[config.mk]
export PLATFORM = sky130hd
export DESIGN_NAME = vga_char_writer
export DESIGN_NICKNAME = d
export VERILOG_FILES = /design/src/rtl/vga_char_writer.sv
export SDC_FILE = /design/constraint.sdc
export NUM_CORES = 1
export LEC_CHECK = 0
export ABC_CLOCK_PERIOD_IN_PS = 3300
export BUFFER_PORTS_ARGS = -buffer_cell sky130_fd_sc_hd__buf_2
export CAP_MARGIN = 10
export CORE_MARGIN = 4
export CORE_UTILIZATION = 50
export CTS_CLUSTER_SIZE = 40
export DETAILED_ROUTE_END_ITERATION = 8
export PLACE_DENSITY_LB_ADDON = 0.1
export REMOVE_ABC_BUFFERS = 1
export SETUP_SLACK_MARGIN = 0.3
export SLEW_MARGIN = 20
export SYNTH_ARGS = -nofsm -noshare
export SYNTH_HDL_FRONTEND = slang
export SYNTH_SLANG_ARGS = --single-unit
export TNS_END_PERCENT = 100
[constraint.sdc]
create_clock -name CLK_25 -period 3.3 [get_ports CLK_25]
set_clock_uncertainty 0.15 [all_clocks]
set_input_delay 0 -clock CLK_25 [delete_from_list [all_inputs] [get_ports CLK_25]]
set_output_delay 0 -clock CLK_25 [all_outputs]
set_load 0.05 [all_outputs]
[src/rtl/vga_char_writer.sv]
// ---------------------------------------------------------------------------
// vga_char_writer
//
// Writes one 8x8 text cell into the VGA frame buffer (ram2port write port).
// A character command is latched, its 8 glyph rows are read from an external
// synchronous font ROM, and the rows are packed into the two 32-bit words that
// hold the cell. A clear request zero-fills the whole frame buffer instead.
//
// Ports:
//   CLK_25      pixel-domain clock (only clock)
//   Reset       synchronous, active-high reset
//   char_valid  command valid            char_ready  block idle, can accept
//   char_code   ASCII code (7b)          char_col    text column (7b)
//   char_row    text row (6b)            char_inv    1 = invert glyph
//   clr_req     clear-screen request     char_drop   1-cycle pulse, command discarded
//   font_addr   {code, glyph_line}       font_data   glyph row, 1 cycle after address
//   wraddress   frame-buffer word addr   data        frame-buffer write data
//   wren        frame-buffer write enable
//
// Handshake: a command transfers on a rising edge where char_valid and
// char_ready are both 1 and clr_req is 0. char_ready is only 1 in IDLE.
// clr_req is only looked at in IDLE and wins over a simultaneous char_valid;
// the command is then not consumed and upstream keeps it valid.
// ---------------------------------------------------------------------------
module vga_char_writer #(
    parameter int COLS     = 80,
    parameter int ROWS     = 60,
    parameter int FB_WORDS = 9600
) (
    input  logic        CLK_25,
    input  logic        Reset,
    input  logic        char_valid,
    output logic        char_ready,
    input  logic [6:0]  char_code,
    input  logic [6:0]  char_col,
    input  logic [5:0]  char_row,
    input  logic        char_inv,
    input  logic        clr_req,
    output logic        char_drop,
    output logic [9:0]  font_addr,
    input  logic [7:0]  font_data,
    output logic [13:0] wraddress,
    output logic [31:0] data,
    output logic        wren
);

    localparam logic [1:0] S_IDLE    = 2'd0;
    localparam logic [1:0] S_FETCH   = 2'd1;
    localparam logic [1:0] S_WAIT_WR = 2'd2;
    localparam logic [1:0] S_CLEAR   = 2'd3;

    // Each text row spans two word rows: glyph lines 0-3, then lines 4-7.
    localparam logic [13:0] ROW_STRIDE  = 14'(2 * COLS);
    localparam logic [13:0] HALF_STRIDE = 14'(COLS);
    localparam logic [13:0] LAST_ADDR   = 14'(FB_WORDS - 1);

    logic [1:0]  state_q, state_d;
    // Cycles since transfer: holds k during cycle T+k of a character write.
    logic [3:0]  cnt_q, cnt_d;
    logic [6:0]  code_q, code_d;
    logic [6:0]  col_q, col_d;
    logic [5:0]  row_q, row_d;
    logic        inv_q, inv_d;
    logic        ready_q, ready_d;
    logic        drop_q, drop_d;
    logic        wren_q, wren_d;
    logic [13:0] addr_q, addr_d;
    logic [31:0] data_q, data_d;
    logic [9:0]  font_addr_q, font_addr_d;

    logic        in_range;
    logic [13:0] addr_a0;
    logic [13:0] addr_a1;
    logic [7:0]  glyph_bits;
    logic [1:0]  lane;
    logic        capture;

    assign in_range = (int'(char_col) < COLS) && (int'(char_row) < ROWS);
    assign addr_a0  = 14'(row_q) * ROW_STRIDE + 14'(col_q);
    assign addr_a1  = addr_a0 + HALF_STRIDE;

    // ROM bit 7 is the leftmost pixel, which lands on the lowest bit of its lane.
    always_comb begin
        glyph_bits = '0;
        for (int k = 0; k < 8; k++) begin
            glyph_bits[k] = font_data[7 - k] ^ inv_q;
        end
    end

    // Line requested in cycle T+j returns in T+j+1, so in cycle T+k the ROM
    // output holds line k-2. Lines 0-3 are complete for the A0 write in T+6;
    // lines 4-7 overwrite the same lanes in time for the A1 write in T+10.
    assign lane    = 2'(cnt_q - 4'd2);
    assign capture = ((state_q == S_FETCH) && (cnt_q >= 4'd2)) ||
                     ((state_q == S_WAIT_WR) && (cnt_q == 4'd9));

    always_comb begin
        state_d     = state_q;
        cnt_d       = cnt_q;
        code_d      = code_q;
        col_d       = col_q;
        row_d       = row_q;
        inv_d       = inv_q;
        ready_d     = ready_q;
        drop_d      = 1'b0;
        wren_d      = 1'b0;
        addr_d      = addr_q;
        data_d      = data_q;
        font_addr_d = font_addr_q;

        if (capture) begin
            data_d[{lane, 3'b000} +: 8] = glyph_bits;
        end

        case (state_q)
            S_IDLE: begin
                if (clr_req) begin
                    state_d = S_CLEAR;
                    ready_d = 1'b0;
                    wren_d  = 1'b1;
                    addr_d  = '0;
                    data_d  = '0;
                end else if (char_valid) begin
                    if (!in_range) begin
                        // Consumed but discarded: no ROM reads, no writes.
                        drop_d = 1'b1;
                    end else begin
                        state_d     = S_FETCH;
                        ready_d     = 1'b0;
                        cnt_d       = 4'd1;
                        code_d      = char_code;
                        col_d       = char_col;
                        row_d       = char_row;
                        inv_d       = char_inv;
                        font_addr_d = {char_code, 3'd0};
                    end
                end
            end
            S_FETCH: begin
                cnt_d = cnt_q + 4'd1;
                if (cnt_q < 4'd8) begin
                    font_addr_d = {code_q, cnt_q[2:0]};
                end else begin
                    state_d = S_WAIT_WR;
                end
                if (cnt_q == 4'd5) begin
                    wren_d = 1'b1;
                    addr_d = addr_a0;
                end
            end
            S_WAIT_WR: begin
                cnt_d = cnt_q + 4'd1;
                if (cnt_q == 4'd9) begin
                    wren_d = 1'b1;
                    addr_d = addr_a1;
                end else begin
                    state_d = S_IDLE;
                    ready_d = 1'b1;
                end
            end
            S_CLEAR: begin
                if (addr_q == LAST_ADDR) begin
                    state_d = S_IDLE;
                    ready_d = 1'b1;
                end else begin
                    wren_d = 1'b1;
                    addr_d = addr_q + 14'd1;
                end
            end
            default: begin
                state_d = S_IDLE;
                ready_d = 1'b1;
            end
        endcase
    end

    always_ff @(posedge CLK_25) begin
        if (Reset) begin
            state_q     <= S_IDLE;
            cnt_q       <= '0;
            code_q      <= '0;
            col_q       <= '0;
            row_q       <= '0;
            inv_q       <= 1'b0;
            ready_q     <= 1'b1;
            drop_q      <= 1'b0;
            wren_q      <= 1'b0;
            addr_q      <= '0;
            data_q      <= '0;
            font_addr_q <= '0;
        end else begin
            state_q     <= state_d;
            cnt_q       <= cnt_d;
            code_q      <= code_d;
            col_q       <= col_d;
            row_q       <= row_d;
            inv_q       <= inv_d;
            ready_q     <= ready_d;
            drop_q      <= drop_d;
            wren_q      <= wren_d;
            addr_q      <= addr_d;
            data_q      <= data_d;
            font_addr_q <= font_addr_d;
        end
    end

    assign char_ready = ready_q;
    assign char_drop  = drop_q;
    assign wren       = wren_q;
    assign wraddress  = addr_q;
    assign data       = data_q;
    assign font_addr  = font_addr_q;

endmodule

==> flow_summary.yaml, run 1 <==
power:
  irDropWorstVdd_uv: 419
  power_density_nw_per_um2: 537
  finalPower_mw: 3.14
  power.leakage_nw: 2.42
detailed_routing:
  num_vias: 4485
  firstDrtPassIters: 6
  drt_iter0_drc: 258
  ant_nets: 0
  wl_per_cell_um: 15.1
  wl_um: 12200
  drc: 0
  via_per_inst: 5.55
sta:
  max_freq_mhz: 336
  fin_crit_sh_pct: 90.2
  tightest_slew_ps: 590
  setup_violations: 0
  finalCriticalPeriod_ps: 2980
  slew_headroom_pct: 60.6
  hold_violations: 0
  finalMaxSlewViolations: 0
  fin_setup_tns_ps: 0
  rsz0062_at_grt: "true"
placed_design:
  placement.io_buffers: 91
  gp_congestion: 0.870
  hpwl_um: 8650
  place_area_um2: 5200
min_path:
  hold_start: "font_data[6]"
  holdCritPathClass: "in -> reg"
critical_path:
  crit_type: "reg -> reg"
  rr_startpoint: "row_q[1]"
  setup.worst_path.start: "row_q[1]"
  critPathArrivalTime_ps: 3090
  cp.required_ps: 3410
  start_kind: "flop"
  critPathCaptureType: "flop"
  critical_path.max_fanout: 4
clocking:
  numCtsBuffers: 9
  cts.sinks: 86
  tritoncts: "done"
  path_clk_slew_ps: 90
  clock_latency_ps: 350
  cts-htree-levels: 3
  clockRootBuffer: "clkbuf_8"
  clockBufferDepth: 2
yosys:
  synth.avg_cell_area_um2: 8.12
  synth_ff_type: "dfxtp_1"
  synth.yosys.seq_area_share_pct: 37.1
  synthAdderAreaFrac_pct: 7.29
  synth_simple_gate_area_share_pct: 24.4
  synth_edf_count: 0
  synthCells: 571
  synth.distinct_cells: 63
  synth_top_family_by_area: "simple AND/OR/NAND/NOR gates"
  ys_seq_elements: 86
  synth_area_um2: 4630
  synthMuxAreaShare_pct: 1.75
  postSynth.asyncResetShare_pct: 0
  synth_compound_area_share_pct: 19.1
  ys_warn_count: 0
  synth-xor-area-share_pct: 6.53
floorplan:
  chipWidth_um: 104
  die_h_um: 104
  initial_core_util_pct: 52.4
  fp-row-count: 34
  io_pins: 92
  die_area_um2: 10900
  core_um2: 8850
global_route:
  grt_pass1_vias: 4273
  grt_max_degree: 33
  antenna_found_initial: 0
  grt_pass1_wl_um: 20900
  gr-usage-all-layers_pct: 22.7
  overflow: 0
job:
  cap_violations: 0
layout:
  n_antenna_cell: 0
  mostFrequentLayoutCell: "buf_2"
  area_delta_synth_final_pct: 26.0
  regArea_um2: 1720
  drive_gt1_share_pct: 20.1
  fill_cells: 783
  layout_common_cells: "buf_2, dfxtp_1, a21oi_1, nand2_1, nor2_1"
  final_cell_area_um2: 5840
  fin_nets: 754
  multi_input_area_um2: 2760
run_status:
  status: "finished, final reports clean"
==> cell type report <==
| cell class | count | share of cell area [%] |
|---|---|---|
| multi-input combinational | 440 | 47.3 |
| sequential | 86 | 29.5 |
| timing repair buffer | 148 | 16.9 |
| tap | 108 | 2.31 |
| clock buffer | 9 | 2.12 |
| clock inverter | 6 | 1.20 |
| inverter | 11 | 0.707 |
==> synth_stat cells, types with 3 or more instances <==
master	number	share of area, %
o21a_1	3	0.49
nor2b_1	3	0.41
nand2_1	67	5.4
nand3b_1	3	0.49
dfxtp_1	86	37
and3_1	4	0.54
nand2b_1	4	0.54
ha_1	23	6.2
a221oi_1	3	0.57
or3_1	4	0.54
buf_1	4	0.32
a31oi_1	3	0.41
mux2i_1	7	1.5
nand4_1	6	0.81
nor2_1	57	4.6
a21oi_1	72	7.8
nand3_1	21	2.3
and2_1	4	0.54
o21ai_0	11	1.2
a21o_1	4	0.65
xor2_1	9	1.7
inv_1	11	0.89
buf_2	4	0.43
nor3_1	42	4.5
o21ai_1	6	0.65
xnor2_1	18	3.4
and4_1	3	0.57
a211oi_1	11	1.8
a22oi_1	11	1.8
clkbuf_1	25	2.0
==> worst paths after layout <==
path / endpoint / slack, ps / cells after the start
worst max-delay path: wraddress[13] / 320 / 9
worst max register to register: wraddress[13] / 320 / 9
worst min register to register: col_q[2] / 320 / 2
worst min-delay path: data[25] / 20 / 5
==> timing repair <==
item / 4_1_cts / 5_1_grt
setup buffers: 1 / 0
setup endpoints to repair: 1 / 1
hold buffers: 41 / 0
endpoints found under the hold margin: 33 / 0
pin swaps: 3 / 1
resized for setup: 4 / 3
==> where the power goes <==
group / switching [mW] / internal (mW) / total (mW) / leakage, nW
Combinational: 0.798 / 0.379 / 1.18 / 1.63
Sequential: 0.0812 / 1.13 / 1.21 / 0.697
Clock: 0.401 / 0.351 / 0.753 / 0.0883
Total: 1.28 / 1.86 / 3.14 / 2.42
==> state kept, by name, summed over array words and instances, names as in the netlist, 2 cells and up <==
signal     flops
data          32
wraddress     14
font_addr     10
code_q         7
col_q          7
row_q          6
cnt_q          4
state_q        2
==> cells by family (layout without fill, tap and decap cells) <==
logic type / count (synthesis) / after routing
and+or+nand+nor: 233 / 233
muxes: 8 / 8
AOI/OAI and AO/OA: 143 / 143
DFF: 86 / 86
xor gates and xnor gates: 30 / 30
adders and majority gates: 26 / 26
buffers and inverters: 45 / 174
==> stage by stage <==
| stage | setup WS (ps) | std cells | hold WS, ps | util [%] |
|---|---|---|---|---|
| after floorplan | 196 | 537 | -82.1 | - |
| after global placement | 218 | 751 | 91.4 | 58.8 |
| after detailed placement | 123 | 751 | 94.8 | 58.8 |
| after CTS | 305 | 808 | 8.81 | 65.8 |
| after global routing | 213 | 808 | 66.6 | 66.0 |
| final | 324 | 808 | 18.4 | 66.0 |
==> critical path, stage by stage, from the launching register on <==
cell	delay [ps]
dfxtp_2	350
ha_1	300
ha_2	210
fa_2	540
and3_4	200
nand2_2	80
nor4b_4	260
xor2_1	130
or4_1	430
a311oi_2	240
==> routing by layer <==
layer	share of wire (%)	up-vias	track usage (%)
met3	5.4	11	4.72
met2	46	116	36.7
li1	-	2279	-
met4	0.90	0	4.94
met5	0	-	0
met1	48	2079	31.4
(Power assumes the default switching activity.)
==> run 2: changes to the inputs <==
Settings changed: CELL_PAD_IN_SITES_DETAIL_PLACEMENT set to 0, CELL_PAD_IN_SITES_GLOBAL_PLACEMENT set to 2, CORE_UTILIZATION 50 to 29.
==> run 2 against run 1 <==
First-iteration DRC count fell by 38%; worst setup slack better by 51 ps; core utilization is 27 points lower; sequential share of layout area fell by 0.68 points; via count shrank 1.6%; wire length up 15%; combinational power barely moved; non-clock buffer count is 7 lower; global-route usage is 7.0 points lower; register-to-register slack gained 50 ps; count of clock-buffer cells in the layout rose by 3; critical endpoint unchanged; sequential power is essentially flat.
==> flow_summary.yaml, run 2 (same netlist as run 1, synthesis figures left out) <==
sta:
  setup_violations: 0
  tightest_slew_ps: 610
  slew_headroom_pct: 59.0
  fin_setup_tns_ps: 0
  setup_slack_ps: 375
  rsz0062_at_grt: "true"
  max_freq_mhz: 342
  finalMaxSlewViolations: 0
  finalCriticalPeriod_ps: 2920
  fin_crit_sh_pct: 88.6
  hold_violations: 0
clocking:
  clockRootBuffer: "clkbuf_16"
  numCtsBuffers: 9
  cts-htree-levels: 3
  path_clk_slew_ps: 60
  clock_latency_ps: 350
  clockBufferDepth: 2
  cts.sinks: 86
  tritoncts: "done"
floorplan:
  io_pins: 92
  fp-row-count: 45
  core_um2: 15400
  chipWidth_um: 134
  initial_core_util_pct: 30.0
  die_area_um2: 18100
  die_h_um: 134
critical_path:
  crit_type: "reg -> reg"
  critPathArrivalTime_ps: 3030
  cp.required_ps: 3410
  crit_chain: "ha_1, ha_2, fa_1, a21o_1, a21oi_4, xor2_4, xor2_1, or4_1, a311oi_2"
  start_kind: "flop"
  crit_slowest_cell: "or4_1"
  critPathCaptureType: "flop"
  critical_path.max_fanout: 4
  crit_path_max_incr_delay_ps: 430
global_route:
  antenna_found_initial: 0
  grt_pass1_wl_um: 22900
  grt_max_degree: 37
  gr-usage-all-layers_pct: 15.7
  grt_pass1_vias: 4340
  overflow: 0
power:
  irDropWorstVdd_uv: 300
  power.leakage_nw: 2.43
  power_density_nw_per_um2: 569
placed_design:
  placement.io_buffers: 91
  dp_slack_ps: 126
  hpwl_um: 10200
  place_area_um2: 5340
  gp_congestion: 0.801
detailed_routing:
  wl_per_cell_um: 15.5
  num_vias: 4415
  drt_iter0_drc: 161
  via_per_inst: 4.88
  ant_nets: 0
  drc: 0
  wl_um: 14000
  firstDrtPassIters: 5
layout:
  mostFrequentLayoutCell: "buf_2"
  fin_nets: 747
  largest_reg_flops: 32
  final_cell_area_um2: 5980
  fin_util_pct: 38.8
  area_delta_synth_final_pct: 29.0
  layout_common_cells: "buf_2, dfxtp_1, a21oi_1, nand2_1, nor2_1"
  drive_gt1_share_pct: 20.3
  n_antenna_cell: 0
  fill_cells: 1649
run_status:
  status: "finished, final reports clean"
job:
  cap_violations: 0
min_path:
  holdCritPathClass: "in -> reg"
-- run 2: cell types whose count changed in the layout (fill, tap and decap cells not counted), moves of 2 or more --
cell           previous run  this run
buf_4                    16        18
clkbuf_16                 0         9
dlygate4sd3_1            41        32
clkbuf_8                  9         2
clkinvlp_4                3         1
-- run 2: final cells by class --
class,count,area [µm²],area share (%)
multi-input combinational,440,2750,46.0
sequential,86,1720,28.8
timing repair buffer,141,911,15.2
tap,211,264,4.42
clock buffer,12,256,4.29
inverter,11,41.3,0.691
clock inverter,4,30.0,0.502
-- run 2: path summary, 6_finish.rpt --
kind / start / endpoint / slack [ps] / depth (start not counted)
worst max register to register: row_q[1] / wraddress[13] / 380 / 9
worst max-delay path: row_q[1] / wraddress[13] / 380 / 9
worst min-delay path: font_data[3] / data[28] / 50 / 5
worst min register to register: col_q[5] / col_q[5] / 320 / 2
-- run 2: repair_timing --
item,CTS,global route
buffers inserted,1,1
pin swaps,3,1
endpoints found under the hold margin,32,0
setup endpoints to repair,1,1
gates resized for setup,5,0
hold buffers,32,0
-- run 2: worst max-delay path: cells and delay by family (launching register included) --
family,cells,cell delay (ps)
DFF,1,350
adders and majority gates,3,920
xor gates and xnor gates,2,310
AOI/OAI and AO/OA,3,680
and+or+nand+nor,1,430
-- run 2: per-layer routing --
layer  part of all wire (%)  track usage [%]  up-vias
met1                     51             22.0     2043
met4                    1.0             3.56        0
met2                     43             24.1       93
met3                    4.9             4.54       10
li1                       -                -     2269
met5                      0                0        -
-- run 2: report_power, final --
group          switching [mW]  internal (mW)
Combinational           0.830          0.371
Clock                   0.435          0.555
Sequential             0.0831           1.13
Total                    1.35           2.05
-- run 2: metrics by stage --
step / power [mW] / hold WS, ps / instances
after floorplan: 2.01 / -82.1 / 537
after global placement: 2.41 / 99.8 / 855
after detailed placement: 2.41 / 101 / 855
final: 3.40 / 45.9 / 905
after CTS: 3.45 / 27.7 / 904
after global routing: 3.60 / 79.2 / 905
==> run 3: changes to the inputs <==
Settings changed: ABC_AREA set to 1, CORE_UTILIZATION 29 to 28, CTS_CLUSTER_DIAMETER set to 60.
==> run 3 against run 2 <==
Sequential share of layout area is 0.76 points lower; clock power up 12%; sequential cell count is the same; register-to-register slack better by 260 ps; worst setup slack improved by 260 ps; die area up 8.1%; core utilization down 2.3 points; non-clock buffer count shrank 8; total power grew 4.7%.
==> flow_summary.yaml, run 3 <==
clocking:
  cts-htree-levels: 3
  cts.sinks: 86
  post_cts_buffers: 0
  tritoncts: "done"
  path_clk_slew_ps: 70
  clockRootBuffer: "clkbuf_16"
  numCtsBuffers: 9
  clock_latency_ps: 340
  clockBufferDepth: 2
layout:
  drive_gt1_share_pct: 19.1
  largest_reg_flops: 32
  final_cell_area_um2: 6130
  stdcell_count: 1021
  layout_common_cells: "nand2_1, buf_2, dfxtp_1, nor2_1, a21oi_1"
  area_delta_synth_final_pct: 26.2
  n_antenna_cell: 0
  fin_nets: 855
  fin_util_pct: 36.5
  fill_cells: 1873
  mostFrequentLayoutCell: "nand2_1"
placed_design:
  hpwl_um: 10800
  dp.cells: 972
  place_area_um2: 5470
  placement.io_buffers: 91
  gp_congestion: 0.822
  dp_slack_ps: 553
yosys:
  synthCells: 681
  synth.avg_cell_area_um2: 7.14
  synth_ff_type: "dfxtp_1"
  synth_edf_count: 0
  netlist.area_leader.share_pct: 35.4
  yosys.area.top_type: "dfxtp_1"
  ys_seq_elements: 86
  ys_warn_count: 0
  synth_area_um2: 4860
  synthTopCellsByArea: "dfxtp_1, nand2_1, nor2_1"
  synth.distinct_cells: 49
  synth.yosys.seq_area_share_pct: 35.4
  postSynth.asyncResetShare_pct: 0
  synth_common_cells: "nand2_1, dfxtp_1, nor2_1"
  yosysMostFrequentCell: "nand2_1"
sta:
  hold_violations: 0
  tightest_slew_ps: 513
  max_freq_mhz: 376
  setup_violations: 0
  finalCriticalPeriod_ps: 2660
  timing.hold.ws_ps: 42.7
  rsz0062_at_grt: "false"
  fin_crit_sh_pct: 80.7
  fin_setup_tns_ps: 0
  setup_slack_ps: 638
  finalMaxSlewViolations: 0
  slew_headroom_pct: 65.8
global_route:
  antenna_found_initial: 0
  grt_pass1_wl_um: 23900
  grt_pass1_vias: 4519
  overflow: 0
  gr-usage-all-layers_pct: 15.0
  grt_max_degree: 39
power:
  power.leakage_nw: 2.52
  irDropWorstVdd_uv: 327
  power_density_nw_per_um2: 581
  p_switching_mw: 1.41
  swShare_pct: 39.5
  combPwrFrac_pct: 35.3
  finalPower_mw: 3.56
  seq_power_share_pct: 33.6
  p_int_mw: 2.16
  clkPwrFrac_pct: 31.1
floorplan:
  io_pins: 92
  initial_core_util_pct: 28.9
  die_h_um: 140
  core_um2: 16800
  fp-row-count: 47
  die_area_um2: 19500
  chipWidth_um: 140
detailed_routing:
  via_per_inst: 4.56
  ant_nets: 0
  wl_per_cell_um: 14.2
  num_vias: 4654
  drt_iter0_drc: 200
  drc: 0
  wl_um: 14500
  firstDrtPassIters: 4
min_path:
  holdCritPathClass: "in -> reg"
  hold_depth: 5
job:
  cap_violations: 0
critical_path:
  critPathCaptureType: "flop"
  start_kind: "flop"
  cp.required_ps: 3420
  critPathArrivalTime_ps: 2790
  r2r_cells: 17
  critical_path.max_fanout: 4
  crit_type: "reg -> reg"
run_status:
  status: "finished, final reports clean"
run 3: cell count changes after synthesis, moves of 11 or more:
cell,change
a211oi_1,+16
nor2_1,+27
nor3_1,-26
clkbuf_1,-16
a22oi_1,-11
inv_1,+40
o21ai_0,+21
a21oi_1,-18
nand3_1,+19
nand2_1,+96
run 3: power by group through the flow:
| stage | Clock [mW] | Combinational, mW | Sequential (mW) |
|---|---|---|---|
| floorplan | 0 | 0.695 | 1.36 |
| global placement | 0 | 1.24 | 1.22 |
| detailed placement | 0 | 1.23 | 1.22 |
| CTS | 1.16 | 1.28 | 1.20 |
| global route | 1.21 | 1.42 | 1.21 |
| finish | 1.11 | 1.26 | 1.20 |
run 3: cell families (layout without fill, tap and decap cells):
| logic type | after synthesis | count (layout) | share of synthesized area, % |
|---|---|---|---|
| adder cells (fa/ha/maj) | 25 | 25 | 6.74 |
| buffers and inverters | 85 | 205 | 8.47 |
| flip-flops | 86 | 86 | 35.4 |
| AO/OA/AOI/OAI | 138 | 138 | 17.5 |
| XOR/XNOR | 11 | 11 | 1.98 |
| AND/OR/NAND/NOR | 336 | 336 | 29.9 |
run 3: worst paths after layout:
check	from	end	slack [ps]
worst max-delay path	row_q[1]	wraddress[13]	640
worst min-delay path	font_data[5]	data[2]	40
worst max register to register	row_q[1]	wraddress[13]	640
worst min register to register	col_q[3]	col_q[3]	310
run 3: repair_timing:
item	CTS	global route
gates resized for setup	0	1
endpoints found under the hold margin	46	0
endpoints found under the setup margin	0	2
hold buffers	34	0
run 3: layout make-up:
type | count | area (µm²) | share of cell area, %
multi-input combinational | 510 | 2730 | 44.5
sequential | 86 | 1720 | 28.1
clock inverter | 5 | 83.8 | 1.37
clock buffer | 10 | 239 | 3.90
tap | 220 | 275 | 4.49
inverter | 57 | 226 | 3.69
timing repair buffer | 133 | 856 | 14.0
run 3: layer usage:
metal,up-vias,global-route usage (%),wire length (µm)
li1,2489,-,-
met1,2071,22.2,7590
met2,92,21.5,6100
met3,2,4.12,732
met4,0,3.98,50
met5,-,0,0
run 3: critical path, stage by stage (launching register included):
cell and delay, ps:
dfxtp_1 340, ha_1 300, ha_1 230, fa_1 500, nand2_1 50, inv_1 90, nand3_1 100, nand2_1 80
nand2_1 90, inv_1 80, nand2_1 80, nor2_2 100, nand2_1 60, nand2_1 50, nand2_1 50, nand2_1 70
nand2_1 60, a21oi_2 110
